**src/rtl/ctrl_ajuste_relogio_if.sv**
```systemverilog
// Signal bundle between the clock-adjust controller and its surroundings:
// tick and raw keys in, counter controls and display blanking out.
interface ctrl_ajuste_relogio_if;
    logic       tick_1hz;
    logic       btn_modo;
    logic       btn_inc;
    logic       en_seg;
    logic       inc_min;
    logic       inc_hora;
    logic       clr_seg;
    logic [1:0] modo;
    logic       apaga_hora;
    logic       apaga_min;

    // Environment side: drives tick and keys, observes controls.
    modport master (
        output tick_1hz, btn_modo, btn_inc,
        input  en_seg, inc_min, inc_hora, clr_seg, modo, apaga_hora, apaga_min
    );

    // Controller side.
    modport slave (
        input  tick_1hz, btn_modo, btn_inc,
        output en_seg, inc_min, inc_hora, clr_seg, modo, apaga_hora, apaga_min
    );
endinterface

```
**src/rtl/ctrl_ajuste_relogio.sv**
```systemverilog
// Clock-adjust controller: debounces the mode and increment keys, walks the
// RODANDO -> AJUSTE_HORA -> AJUSTE_MIN cycle and issues one-cycle increment /
// clear pulses to the time counters, plus a blink phase for the field being set.
module ctrl_ajuste_relogio #(
    parameter int unsigned DB_CICLOS = 16
) (
    input logic                    CLOCK_50,
    input logic                    reset,
    ctrl_ajuste_relogio_if.slave   bus
);
    localparam int unsigned CntW = $clog2(DB_CICLOS);
    localparam logic [CntW-1:0] CntMax = CntW'(DB_CICLOS - 1);

    typedef enum logic [1:0] {
        StRodando    = 2'b00,
        StAjusteHora = 2'b01,
        StAjusteMin  = 2'b10
    } state_e;

    // Index 0 = mode key, index 1 = increment key (both active-low).
    logic [1:0]      raw;
    logic [1:0]      sync1_q, sync2_q;
    logic [1:0]      deb_q, deb_d;
    logic [1:0]      deb_prev_q;
    logic [1:0]      press_q;
    logic [CntW-1:0] cnt_q [2];
    logic [CntW-1:0] cnt_d [2];

    state_e state_q, state_d;
    logic   piscar_q, piscar_d;
    logic   inc_hora_q, inc_hora_d;
    logic   inc_min_q, inc_min_d;
    logic   clr_seg_q, clr_seg_d;
    logic   ev_modo, ev_inc;
    logic   em_ajuste;

    assign raw     = {bus.btn_inc, bus.btn_modo};
    assign ev_modo = press_q[0];
    assign ev_inc  = press_q[1];

    // Debounce: level only follows the synchronized key after CntMax+1 differing cycles.
    always_comb begin
        deb_d = deb_q;
        for (int i = 0; i < 2; i++) begin
            cnt_d[i] = '0;
            if (sync2_q[i] != deb_q[i]) begin
                if (cnt_q[i] == CntMax) begin
                    deb_d[i] = sync2_q[i];
                end else begin
                    cnt_d[i] = cnt_q[i] + CntW'(1);
                end
            end
        end
    end

    // Key front end: synchronizers, debounced levels and registered press pulses.
    always_ff @(posedge CLOCK_50 or negedge reset) begin
        if (!reset) begin
            sync1_q    <= 2'b11;
            sync2_q    <= 2'b11;
            deb_q      <= 2'b11;
            deb_prev_q <= 2'b11;
            press_q    <= 2'b00;
            cnt_q[0]   <= '0;
            cnt_q[1]   <= '0;
        end else begin
            sync1_q    <= raw;
            sync2_q    <= sync1_q;
            deb_q      <= deb_d;
            deb_prev_q <= deb_q;
            // Press = debounced 1->0; release produces nothing.
            press_q    <= deb_prev_q & ~deb_q;
            cnt_q[0]   <= cnt_d[0];
            cnt_q[1]   <= cnt_d[1];
        end
    end

    // Mode FSM next state, pulse requests and blink phase.
    always_comb begin
        state_d    = state_q;
        inc_hora_d = 1'b0;
        inc_min_d  = 1'b0;
        clr_seg_d  = 1'b0;
        piscar_d   = piscar_q;
        // A mode event always takes priority over a same-cycle increment event.
        case (state_q)
            StRodando: begin
                if (ev_modo) state_d = StAjusteHora;
            end
            StAjusteHora: begin
                if (ev_modo)     state_d    = StAjusteMin;
                else if (ev_inc) inc_hora_d = 1'b1;
            end
            StAjusteMin: begin
                if (ev_modo) begin
                    state_d   = StRodando;
                    clr_seg_d = 1'b1;
                end else if (ev_inc) begin
                    inc_min_d = 1'b1;
                end
            end
            default: state_d = StRodando;
        endcase
        // Entering an adjust state restarts the blink with the digits visible.
        if (state_d != state_q && state_d != StRodando) begin
            piscar_d = 1'b0;
        end else if (em_ajuste && bus.tick_1hz) begin
            piscar_d = ~piscar_q;
        end
    end

    assign em_ajuste = (state_q == StAjusteHora) || (state_q == StAjusteMin);

    // FSM state and registered output pulses.
    always_ff @(posedge CLOCK_50 or negedge reset) begin
        if (!reset) begin
            state_q    <= StRodando;
            piscar_q   <= 1'b0;
            inc_hora_q <= 1'b0;
            inc_min_q  <= 1'b0;
            clr_seg_q  <= 1'b0;
        end else begin
            state_q    <= state_d;
            piscar_q   <= piscar_d;
            inc_hora_q <= inc_hora_d;
            inc_min_q  <= inc_min_d;
            clr_seg_q  <= clr_seg_d;
        end
    end

    assign bus.modo       = state_q;
    assign bus.en_seg     = bus.tick_1hz && (state_q == StRodando);
    assign bus.inc_hora   = inc_hora_q;
    assign bus.inc_min    = inc_min_q;
    assign bus.clr_seg    = clr_seg_q;
    assign bus.apaga_hora = piscar_q && (state_q == StAjusteHora);
    assign bus.apaga_min  = piscar_q && (state_q == StAjusteMin);
endmodule

```
**src/flat_wrapper.sv**
```systemverilog
// flat-port wrapper written by rule: the top's interface ports become plain ports
module ctrl_ajuste_relogio_flat 
#(
    parameter int unsigned DB_CICLOS = 16
)
  (CLOCK_50, reset, bus_tick_1hz, bus_btn_modo, bus_btn_inc, bus_en_seg, bus_inc_min, bus_inc_hora, bus_clr_seg, bus_modo, bus_apaga_hora, bus_apaga_min);
  ctrl_ajuste_relogio_if bus_i ();
  input logic CLOCK_50;
  input logic reset;
  input wire logic [$bits(bus_i.tick_1hz)-1:0] bus_tick_1hz;
  input wire logic [$bits(bus_i.btn_modo)-1:0] bus_btn_modo;
  input wire logic [$bits(bus_i.btn_inc)-1:0] bus_btn_inc;
  output wire logic [$bits(bus_i.en_seg)-1:0] bus_en_seg;
  output wire logic [$bits(bus_i.inc_min)-1:0] bus_inc_min;
  output wire logic [$bits(bus_i.inc_hora)-1:0] bus_inc_hora;
  output wire logic [$bits(bus_i.clr_seg)-1:0] bus_clr_seg;
  output wire logic [$bits(bus_i.modo)-1:0] bus_modo;
  output wire logic [$bits(bus_i.apaga_hora)-1:0] bus_apaga_hora;
  output wire logic [$bits(bus_i.apaga_min)-1:0] bus_apaga_min;
  assign bus_i.tick_1hz = bus_tick_1hz;
  assign bus_i.btn_modo = bus_btn_modo;
  assign bus_i.btn_inc = bus_btn_inc;
  assign bus_en_seg = bus_i.en_seg;
  assign bus_inc_min = bus_i.inc_min;
  assign bus_inc_hora = bus_i.inc_hora;
  assign bus_clr_seg = bus_i.clr_seg;
  assign bus_modo = bus_i.modo;
  assign bus_apaga_hora = bus_i.apaga_hora;
  assign bus_apaga_min = bus_i.apaga_min;
  ctrl_ajuste_relogio #(.DB_CICLOS(DB_CICLOS)) u_core (.CLOCK_50(CLOCK_50), .reset(reset), .bus(bus_i));
endmodule
```
**config.mk**
```make
export PLATFORM = sky130hd
export DESIGN_NAME = ctrl_ajuste_relogio_flat
export DESIGN_NICKNAME = d
export VERILOG_FILES = /design/src/rtl/ctrl_ajuste_relogio_if.sv /design/src/rtl/ctrl_ajuste_relogio.sv /design/src/flat_wrapper.sv
export SDC_FILE = /design/constraint.sdc
export NUM_CORES = 1
export LEC_CHECK = 0
export ABC_AREA = 1
export CELL_PAD_IN_SITES_DETAIL_PLACEMENT = 1
export CELL_PAD_IN_SITES_GLOBAL_PLACEMENT = 1
export CORE_MARGIN = 8
export CORE_UTILIZATION = 44
export DETAILED_ROUTE_END_ITERATION = 10
export PLACE_DENSITY_LB_ADDON = 0.1
export SLEW_MARGIN = 25
export SYNTH_ARGS = -nofsm -noshare
export SYNTH_HDL_FRONTEND = slang
export SYNTH_SLANG_ARGS = --single-unit
```
**constraint.sdc**
```tcl
create_clock -name CLOCK_50 -period 2.05 [get_ports CLOCK_50]
set_clock_uncertainty 0.15 [all_clocks]
set_input_delay 0.41 -clock CLOCK_50 [delete_from_list [all_inputs] [get_ports CLOCK_50]]
set_output_delay 0.41 -clock CLOCK_50 [all_outputs]
set_load 0.05 [all_outputs]
```
==> impl_metrics.tcl <==
set metrics [dict create \
    end_kind "primary output" \
    max_slew_margin 0.6623 \
    synth_top_area_cell "dfrtp_1" \
    stdcell_area_um2 1281 \
    syn2layout_area_growth_pct 25.34 \
    syn_inst 101 \
    layout-drive-gt1-share 0.2269 \
    worst_pin_slew_ns 0.5057 \
    rr_worst_depth 9 \
    ys_top_cells_by_area "dfrtp_1, dfstp_2, ha_1, inv_1, nor2_1" \
    p_seq_frac 0.550 \
    timing.final.crit_share 0.9490 \
    preCtsSetupSlack_ns 0.3148 \
    cts_tree "yes" \
    wl_met2_mm 1.013 \
    async_reset_ff_frac 1.000 \
    routed_wl_mm 1.899 \
    wl_met1_um 752 \
    outcome "finished clean" \
    arrival_ns 1.39 \
    vdd_drop_max_v 0.0005192 \
    hold_viol 0 \
    cp_slowest_cell "dfrtp_2" \
    yosysWarnings 0 \
    grt_pass1_wl_mm 3.436 \
    cp_max_fo 5 \
    reg2reg_slack_ns 0.53 \
    vias 659 \
    hpwl_mm 1.538 \
    met3WireLength_um 116 \
    routabilityCongestion 0.7501 \
    grt_overflow_total 0 \
    clock_latency_ns 0.31 \
    synth-edff-count 0 \
    synth_top_area_share 0.3917 \
    synth_cell_type_count 13 \
    ys_ff_latch 24 \
    nNetsFinal 132 \
    crit_cells 5 \
    max_stage_delay_ns 0.47 \
    path_cells "inv_2, ha_2, nand2_1, inv_1, buf_12" \
    final.setup.tns_ns 0 \
    io_buffer_count 12 \
    power.share.clock 0.360 \
    p_int_mw 0.7323 \
    dr.max_layer_used "met4" \
    clock_sinks 24 \
    critical_path_class "flip-flop to primary output" \
    cts_hold_buf 0 \
    antenna_found_initial 0 \
    firstDrtPassIters 3 \
    root_buffer "clkbuf_4" \
    rsz0062_at_grt "yes" \
    syn_nets 113 \
    avgViaCountPerCell 4.483 \
    n_antenna_cell 0 \
    switching_share 0.2152 \
    grt_max_degree 25 \
    hold_path_class "flip-flop to flip-flop" \
    synthFlopType "dfrtp_1" \
    syn_area_um2 1022 \
    drc 0 \
    path_clk_slew_ns 0.13 \
    cp_num_buf_inv 3 \
    postSynthAreaPerCell_um2 10.12 \
    cp_top_family "flip-flops" \
    cts_max_path_buffers 2 \
    cp-start-kind "flip-flop" \
    yosysMostFrequentCell "inv_1" \
    required_ns 1.49 \
    drt-initial-drc-count 5 \
    cts_buffers 3 \
    die_w_um 64.20 \
    yosys-top-cells-count "inv_1, nor2_1, dfrtp_1, nand2_1, dfstp_2" \
    ioPinCount 13 \
    grt_pass1_vias 778 \
    die_h_um 64.20 \
    max_freq_ghz 0.5140 \
    p_total_mw 0.9331 \
    timing.final.ws_setup_ns 0.1046 \
    rows 17 \
    ant_nets 0 \
    die-area_um2 4122 \
    grt_usage 0.1038 \
    setup_viol 0 \
    min_period_ns 1.945 \
    p_leak_nw 0.6848 \
    core_um2 2212 \
    comb_power_share 0.090 \
    htree_levels 1 \
    final-max-slew-violation-count 0 \
    power_switching_mw 0.2008 \
    maxCapViolations 0 \
    p_per_area_nw_per_um2 728.3 \
    holdPathStages 0 \
    placed_cell_area_um2 1210 \
    yosysSeqAreaShare 0.5973 \
    avgRoutedWirePerCell_um 12.92 \
    final_util 0.5792 \
    start_util 0.4621 \
]
[what timing repair did]
action	in CTS	in global routing
gates resized for setup	3	5
endpoints found under the hold margin	0	0
endpoints found under the setup margin	3	5
setup buffers	0	1
[power groups by stage]
stage | sequential, mW | combinational (mW) | clock, mW
finish | 0.513 | 0.0842 | 0.336
global route | 0.516 | 0.0960 | 0.362
global placement | 0.521 | 0.0802 | 0
floorplan | 0.521 | 0.0445 | 0
CTS | 0.514 | 0.0860 | 0.348
detailed placement | 0.523 | 0.0846 | 0
[per-stage QoR]
stage	hold WS, ns	cells
final	0.2185	147
after global routing	0.2260	147
after CTS	0.2148	146
after detailed placement	0.1978	142
after global placement	0.1961	142
after floorplan	-0.03559	101
[flip-flops by register name (all words and copies together) (netlist names)]
name	cells
u_core.cnt_q	8
u_core.bus.modo	2
u_core.deb_prev_q	2
u_core.deb_q	2
u_core.press_q	2
u_core.sync1_q	2
u_core.sync2_q	2
u_core.bus.clr_seg	1
u_core.bus.inc_hora	1
u_core.bus.inc_min	1
u_core.piscar_q	1
[layout by cell type, fill, tap and decap left out]
cell / instances
dfrtp_2: 2
nor2_1: 17
clkbuf_4: 3
nor2_2: 1
dlygate4sd2_1: 1
ha_1: 5
bufinv_16: 1
nand2_1: 16
inv_1: 19
nand3_1: 5
clkdlybuf4s50_1: 4
o21ai_1: 1
dfstp_2: 8
inv_2: 1
xor2_1: 2
buf_4: 4
dlymetal6s2s_1: 2
xnor2_1: 5
mux2_2: 2
dfrtp_1: 14
buf_12: 3
ha_2: 2
a21oi_1: 1
[cell families after synthesis]
group | count (synthesis) | share of synthesized area
mux | 2 | 0.02203
xor+xnor | 7 | 0.05998
compound gates | 2 | 0.009783
fa+ha+maj | 7 | 0.08568
flops | 24 | 0.5973
simple gates | 39 | 0.1518
buf+inv | 20 | 0.07344
[cell type report]
| class | instances | area (um^2) |
|---|---|---|
| Multi-Input combinational cell | 57 | 341.6 |
| Sequential cell | 24 | 613.1 |
| Clock buffer | 3 | 22.52 |
| Clock inverter | 1 | 30.03 |
| Timing Repair Buffer | 14 | 163.9 |
| Fill cell | 243 | 930.9 |
| Inverter | 20 | 75.07 |
| Tap cell | 28 | 35.03 |
[routing by layer]
metal	vias to the layer above	GRT usage
li1	332	-
met1	313	0.1047
met2	12	0.1882
met3	2	0.03484
met4	0	0.04905
met5	-	0
[path summary, 6_finish.rpt]
check / from / end
max: u_core.bus.modo[0] / bus_apaga_min
min: u_core.sync1_q[0] / u_core.sync2_q[0]
max reg2reg: u_core.bus.modo[1] / u_core.piscar_q
min reg2reg: u_core.sync1_q[0] / u_core.sync2_q[0]
max in group asynchronous: reset / u_core.sync2_q[1]
min in group asynchronous: reset / u_core.cnt_q[0]
No activity file was read; power rests on OpenSTA's default activity.
